<file path="config.mk">
export PLATFORM = sky130hd
export DESIGN_NAME = latch_write_sequencer
export DESIGN_NICKNAME = d
export VERILOG_FILES = /design/src/rtl/latch_write_sequencer.sv
export SDC_FILE = /design/constraint.sdc
export NUM_CORES = 1
export LEC_CHECK = 0
export CORE_ASPECT_RATIO = 1.2
export CORE_UTILIZATION = 40
export CTS_BUF_LIST = sky130_fd_sc_hd__clkbuf_8
export CTS_CLUSTER_SIZE = 24
export DETAILED_ROUTE_END_ITERATION = 10
export GPL_ROUTABILITY_DRIVEN = 0
export PLACE_DENSITY_LB_ADDON = 0.1
export RECOVER_POWER = 50
export SLEW_MARGIN = 10
export SYNTH_ARGS = -nofsm -noshare
export SYNTH_HDL_FRONTEND = slang
export SYNTH_SLANG_ARGS = --single-unit
</file>
<file path="constraint.sdc">
create_clock -name clk -period 1.9 [get_ports clk]
set_input_delay 0.38 -clock clk [delete_from_list [all_inputs] [get_ports clk]]
set_output_delay 0.38 -clock clk [all_outputs]
set_load 0.05 [all_outputs]
</file>
<file path="src/rtl/latch_write_sequencer.sv">
// Writer-side sequencer for a bank of level-enabled D latches: captures a word on a
// valid/ready handshake, then drives a setup / enable-pulse / hold strobe around stable data.
module latch_write_sequencer_chk #(
  parameter int WIDTH     = 8,
  parameter int PULSE_CYC = 2
) (
  input logic             clk,
  input logic             reset,
  input logic [WIDTH-1:0] lat_data,
  input logic             lat_en,
  input logic             in_ready,
  input logic             busy,
  input logic             done
);

  logic [WIDTH-1:0] lat_data_q_r;
  logic             busy_q_r;
  logic             reset_q_r;

  // Delayed copies of outputs used to check data stability across a write
  always_ff @(posedge clk) begin
    lat_data_q_r <= lat_data;
    busy_q_r     <= busy;
    reset_q_r    <= reset;
  end

  // Structural invariants of the sequencer outputs
  always_ff @(posedge clk) begin
    assert (PULSE_CYC != 0) else $error("latch_write_sequencer: PULSE_CYC must be nonzero");
    if (reset && reset_q_r) begin
      assert (in_ready != busy) else $error("latch_write_sequencer: in_ready/busy not complementary");
      assert (!(lat_en && !busy)) else $error("latch_write_sequencer: lat_en high while idle");
      assert (!(done && !in_ready)) else $error("latch_write_sequencer: done outside idle");
      // Data may only move at an accept edge, which can never follow a busy cycle.
      if (busy_q_r) begin
        assert (lat_data == lat_data_q_r) else $error("latch_write_sequencer: lat_data moved while busy");
      end
    end
  end

endmodule

module latch_write_sequencer #(
  parameter int WIDTH     = 8,
  parameter int SETUP_CYC = 1,
  parameter int PULSE_CYC = 2,
  parameter int HOLD_CYC  = 1,
  parameter int CNT_W     = 4
) (
  input  logic             clk,
  input  logic             reset,
  input  logic [WIDTH-1:0] in_data,
  input  logic             in_valid,
  output logic             in_ready,
  output logic [WIDTH-1:0] lat_data,
  output logic             lat_en,
  output logic             busy,
  output logic             done
);

  typedef enum logic [1:0] {
    IDLE   = 2'd0,
    SETUP  = 2'd1,
    STROBE = 2'd2,
    HOLD   = 2'd3
  } state_t;

  // Counter reload values: a phase of N cycles loads N-1 and exits when it reaches zero.
  localparam logic [CNT_W-1:0] CNT_ZERO = {CNT_W{1'b0}};
  localparam logic [CNT_W-1:0] CNT_ONE  = {{(CNT_W-1){1'b0}}, 1'b1};
  localparam logic [CNT_W-1:0] SETUP_LD = (SETUP_CYC > 0) ? CNT_W'(SETUP_CYC - 1) : {CNT_W{1'b0}};
  localparam logic [CNT_W-1:0] PULSE_LD = (PULSE_CYC > 0) ? CNT_W'(PULSE_CYC - 1) : {CNT_W{1'b0}};
  localparam logic [CNT_W-1:0] HOLD_LD  = (HOLD_CYC > 0)  ? CNT_W'(HOLD_CYC - 1)  : {CNT_W{1'b0}};

  state_t           state_r;
  state_t           state_s;
  logic [CNT_W-1:0] cnt_r;
  logic [CNT_W-1:0] cnt_s;
  logic [WIDTH-1:0] lat_data_r;
  logic             lat_en_r;
  logic             done_r;
  logic             accept_s;
  logic             finish_s;

  assign accept_s = (state_r == IDLE) && in_valid;

  // Next-state and counter reload logic
  always_comb begin
    state_s = state_r;
    cnt_s   = cnt_r;
    case (state_r)
      IDLE: begin
        cnt_s = CNT_ZERO;
        if (accept_s) begin
          if (SETUP_CYC > 0) begin
            state_s = SETUP;
            cnt_s   = SETUP_LD;
          end else begin
            state_s = STROBE;
            cnt_s   = PULSE_LD;
          end
        end else begin
          state_s = IDLE;
        end
      end
      SETUP: begin
        if (cnt_r == CNT_ZERO) begin
          state_s = STROBE;
          cnt_s   = PULSE_LD;
        end else begin
          cnt_s = cnt_r - CNT_ONE;
        end
      end
      STROBE: begin
        if (cnt_r == CNT_ZERO) begin
          if (HOLD_CYC > 0) begin
            state_s = HOLD;
            cnt_s   = HOLD_LD;
          end else begin
            state_s = IDLE;
            cnt_s   = CNT_ZERO;
          end
        end else begin
          cnt_s = cnt_r - CNT_ONE;
        end
      end
      HOLD: begin
        if (cnt_r == CNT_ZERO) begin
          state_s = IDLE;
          cnt_s   = CNT_ZERO;
        end else begin
          cnt_s = cnt_r - CNT_ONE;
        end
      end
      default: begin
        state_s = IDLE;
        cnt_s   = CNT_ZERO;
      end
    endcase
  end

  // A write completes on the transition from STROBE or HOLD back to IDLE
  always_comb begin
    finish_s = 1'b0;
    if ((state_r == STROBE || state_r == HOLD) && state_s == IDLE) begin
      finish_s = 1'b1;
    end else begin
      finish_s = 1'b0;
    end
  end

  // State, counter and registered latch-side outputs
  always_ff @(posedge clk) begin
    if (!reset) begin
      state_r    <= IDLE;
      cnt_r      <= CNT_ZERO;
      lat_data_r <= {WIDTH{1'b0}};
      lat_en_r   <= 1'b0;
      done_r     <= 1'b0;
    end else begin
      state_r  <= state_s;
      cnt_r    <= cnt_s;
      lat_en_r <= (state_s == STROBE);
      done_r   <= finish_s;
      if (accept_s) begin
        lat_data_r <= in_data;
      end else begin
        lat_data_r <= lat_data_r;
      end
    end
  end

  assign in_ready = (state_r == IDLE);
  assign busy     = (state_r != IDLE);
  assign lat_data = lat_data_r;
  assign lat_en   = lat_en_r;
  assign done     = done_r;

  latch_write_sequencer_chk #(
    .WIDTH     (WIDTH),
    .PULSE_CYC (PULSE_CYC)
  ) u_chk (
    .clk      (clk),
    .reset    (reset),
    .lat_data (lat_data),
    .lat_en   (lat_en),
    .in_ready (in_ready),
    .busy     (busy),
    .done     (done)
  );

endmodule
</file>
==> results_tabular.tex <==
\begin{tabular}{lr}
\hline
Metric & Value \\
\hline
\multicolumn{2}{l}{\textbf{Final layout}} \\
\# diodes & 0 \\
Layout area overhead & 40.38\% \\
Ratio of cells with drive above 1 in the final layout & 6.897\% \\
Area of all placed cells without fillers & 913.4 µm² \\
Most common library cell in the layout ignoring fill and taps & sky130\_fd\_sc\_hd\_\_clkdlybuf4s50\_1 \\
Number of fill cells & 152 \\
Finished Layout Cells & 104 \\
Number of nets in the final layout & 102 \\
Commonest non-fill, non-tap cells in the layout & 19 x sky130\_fd\_sc\_hd\_\_clkdlybuf4s50\_1, 16 x sky130\_fd\_sc\_hd\_\_dfxtp\_1, 9 x sky130\_fd\_sc\_hd\_\_nor2b\_1, 8 x sky130\_fd\_sc\_hd\_\_mux2i\_1, 7 x sky130\_fd\_sc\_hd\_\_nor2\_1 \\
\multicolumn{2}{l}{\textbf{Critical path}} \\
CP bufs+invs & 1 \\
Critical-path cell with the highest stage delay & sky130\_fd\_sc\_hd\_\_clkdlybuf4s50\_1 \\
CP peak stage delay & 0.80 ns \\
Data arrival time of the critical path & 1.38 ns \\
Origin of the critical flop-to-flop path & state\_r[1]\$\_SDFF\_PN0\_ \\
Critical path's top delay family & buffers and inverters \\
Cells along the critical path & clkdlybuf4s50\_1 \\
Critical path start-end classification & flip-flop to output pin \\
Critical path endpoint category & output pin \\
Depth of the critical timing path with buffers and inverters included & 1 \\
Critical-path maximum fanout & 2 \\
Category of the worst setup path launch point & flip-flop \\
Beginning of the critical path & lat\_data[0]\$\_SDFFE\_PN0P\_ \\
Required time at the worst-slack endpoint & 1.52 ns \\
Count of cells along the worst register-to-register path & 4 \\
\multicolumn{2}{l}{\textbf{Synthesis}} \\
Distinct cell type count of the synthesized netlist & 21 \\
Post-synthesis adder-cell area fraction & 3.846\% \\
Largest family of logic cells by synthesized area & simple AND/OR/NAND/NOR gates \\
Fraction of synthesized cell area in xor and xnor cells & 2.692\% \\
Proportion of netlist area held by the largest area contributor & 49.23\% \\
Top cell type by total area after synthesis & sky130\_fd\_sc\_hd\_\_dfxtp\_1 \\
Share of async-settable or async-resettable flops after synthesis & 0\% \\
Post-synthesis average cell area & 10.33 µm² \\
Number of flops mapped to enable cells by yosys & 0 \\
Synth Instances & 63 \\
Share of synthesized area spent on multiplexers & 12.31\% \\
Number of warnings issued by yosys & 0 \\
Fraction of the yosys area taken by sequential cells & 49.23\% \\
Net count of the mapped netlist & 76 \\
Post-synthesis compound-gate area fraction & 5.000\% \\
Synthesized-area fraction occupied by and/or/nand/nor cells & 22.88\% \\
Synthesis-stage register bit count & 16 \\
Top cells by area in the synthesized netlist & sky130\_fd\_sc\_hd\_\_dfxtp\_1 49\%, sky130\_fd\_sc\_hd\_\_mux2i\_1 12\%, sky130\_fd\_sc\_hd\_\_nor2b\_1 8.7\%, sky130\_fd\_sc\_hd\_\_nor2\_1 4.0\%, sky130\_fd\_sc\_hd\_\_ha\_1 3.8\% \\
Predominant post-synthesis flop cell & sky130\_fd\_sc\_hd\_\_dfxtp\_1 \\
Combined area of all synthesized cells & 650.6 µm² \\
\multicolumn{2}{l}{\textbf{Clocking}} \\
CTS H-tree lvls & 1 \\
Maximum clock path buffer count & 2 \\
Clock sinks & 16 \\
Number of buffers added by the clock tree synthesis step & 3 \\
CTS Root Cell & sky130\_fd\_sc\_hd\_\_clkbuf\_8 \\
Post-CTS setup buffers & 0 \\
Hold Buf Count CTS & 0 \\
CTS tree & done \\
Latest clock arrival within the worst-skew pair & 0.24 ns \\
Clk pin slew, worst setup/hold paths & 0.06 ns \\
Number of instances resized during post-cts repair & 0 \\
\multicolumn{2}{l}{\textbf{Die}} \\
Starting density of the core & 43.88\% \\
DIE AREA & 1792 µm² \\
Die W & 38.82 µm \\
Num rows & 15 \\
I/O pin total & 23 \\
Die Y-Extent & 46.18 µm \\
Core outline area & 1483 µm² \\
\multicolumn{2}{l}{\textbf{Status}} \\
Run status & complete, no violations \\
\multicolumn{2}{l}{\textbf{STA}} \\
Post-route clock period utilization & 92.74\% \\
RSZ-0062 raised after global routing & no \\
Setup Skew & 0.001564 ns \\
Final Max Slew Viols & 0 \\
Sum Neg Setup Slack & 0 ns \\
Worst slew margin & 62.75\% \\
Final worst path period need & 1.762 ns \\
Peak Freq & 0.5675 GHz \\
Number of hold violations in the final report & 0 \\
Post-Route Hold Slack & 0.4763 ns \\
Actual transition at the worst max-transition pin & 0.5588 ns \\
Number of failing setup endpoints in the final timing report & 0 \\
\multicolumn{2}{l}{\textbf{Pwr}} \\
Design internal power & 0.8882 mW \\
Sequential cell fraction of total power & 32.0\% \\
Net switching power & 0.6672 mW \\
Combinational group share of total power & 52.5\% \\
Clock share of power & 15.6\% \\
PwrDens & 1703 nW/µm² \\
VDD IR-drop max & 0.001008 V \\
Leakage power of the design & 0.3592 nW \\
Switch share & 42.90\% \\
Overall power consumption & 1.555 mW \\
\multicolumn{2}{l}{\textbf{Global routing}} \\
Vias in the first global route & 435 \\
GR Overflow Total & 0 \\
Total GRT Usage & 13.92\% \\
Global-route wire length before repair & 1738 µm \\
Largest net degree at the start of global routing & 15 \\
Number of antenna violations at the first check in global routing & 0 \\
\multicolumn{2}{l}{\textbf{Place}} \\
Post-placement cell count & 101 \\
Port bufs & 22 \\
Instance area at placement & 883.3 µm² \\
HPWL reported at the end of detailed placement & 800.4 µm \\
\multicolumn{2}{l}{\textbf{Routing}} \\
Count of unresolved DRC violations after routing & 0 \\
WL per Instance & 10.30 µm \\
Total Routed Length & 1071 µm \\
Post-route ant nets & 0 \\
Via count normalized by instance count & 4.750 \\
Initial DRT Pass Iterations & 2 \\
Initial DRC Count & 3 \\
Total number of vias & 494 \\
\multicolumn{2}{l}{\textbf{Min path}} \\
Worst hold start & cnt\_r[0]\$\_SDFF\_PN0\_ \\
Hold Path Stages & 1 \\
Worst min-delay path category & flip-flop to flip-flop \\
\multicolumn{2}{l}{\textbf{Job}} \\
Total of max-cap violations & 0 \\
\hline
\end{tabular}
## power groups by stage
stage / Combinational (mW) / Sequential [mW] / Clock [mW]
final: 0.816 / 0.497 / 0.242
after global routing: 0.890 / 0.508 / 0.263
after CTS: 0.855 / 0.502 / 0.251
after detailed placement: 0.851 / 0.508 / 0
after global placement: 0.848 / 0.509 / 0
after floorplan: 0.496 / 0.649 / 0
## layer usage
layer	global-route usage, %	vias up	part of all wire [%]
met4	8.276	0	0.93
met1	16.52	221	48
met2	22.67	14	46
li1	-	257	-
met3	2.899	2	5.8
met5	0	-	0
## state kept, by name (all words and copies together), names as in the netlist
| register | count |
|---|---|
| done | 1 |
| state_r | 2 |
| cnt_r | 4 |
| lat_en | 1 |
| lat_data | 8 |
## logic make-up (layout without fill, tap and decap cells)
family                   after synthesis  in the layout
adder cells (fa/ha/maj)                2              2
flip-flops                            16             16
AND/OR/NAND/NOR                       25             25
XOR/XNOR                               2              2
AO/OA/AOI/OAI                          4              4
buffers and inverters                  6             30
multiplexers                           8              8
## synth_stat cells, types with 2 or more instances
cell type and number:
sky130_fd_sc_hd__inv_1 3, sky130_fd_sc_hd__nor2b_1 9, sky130_fd_sc_hd__nor2_1 7, sky130_fd_sc_hd__dfxtp_1 16
sky130_fd_sc_hd__xnor2_1 2, sky130_fd_sc_hd__ha_1 2, sky130_fd_sc_hd__nand2_1 2, sky130_fd_sc_hd__o21a_1 2
sky130_fd_sc_hd__mux2i_1 8
## metrics by stage
stage                     setup slack, ns  util, %
final                              0.1380    61.60
after global routing              0.08814    61.60
after CTS                          0.1380    62.36
after detailed placement           0.2942    59.58
after global placement             0.3155    59.58
after floorplan                    0.1284        -
## final timing paths
kind                                    to  slack (ns)
setup / recovery               lat_data[0]        0.14
hold / removal         cnt_r[0]$_SDFF_PN0_        0.48
setup reg to reg  lat_data[0]$_SDFFE_PN0P_        0.44
hold reg to reg        cnt_r[0]$_SDFF_PN0_        0.48
## final cells by class
| type | count | area (µm²) | area share, % |
|---|---|---|---|
| sequential | 16 | 320.3 | 35.07 |
| multi-input combinational | 41 | 296.5 | 32.47 |
| timing repair buffer | 23 | 219.0 | 23.97 |
| clock buffer | 3 | 41.29 | 4.521 |
| tap | 17 | 21.27 | 2.329 |
| inverter | 4 | 15.01 | 1.644 |
Power figures use the tool's default switching activity.
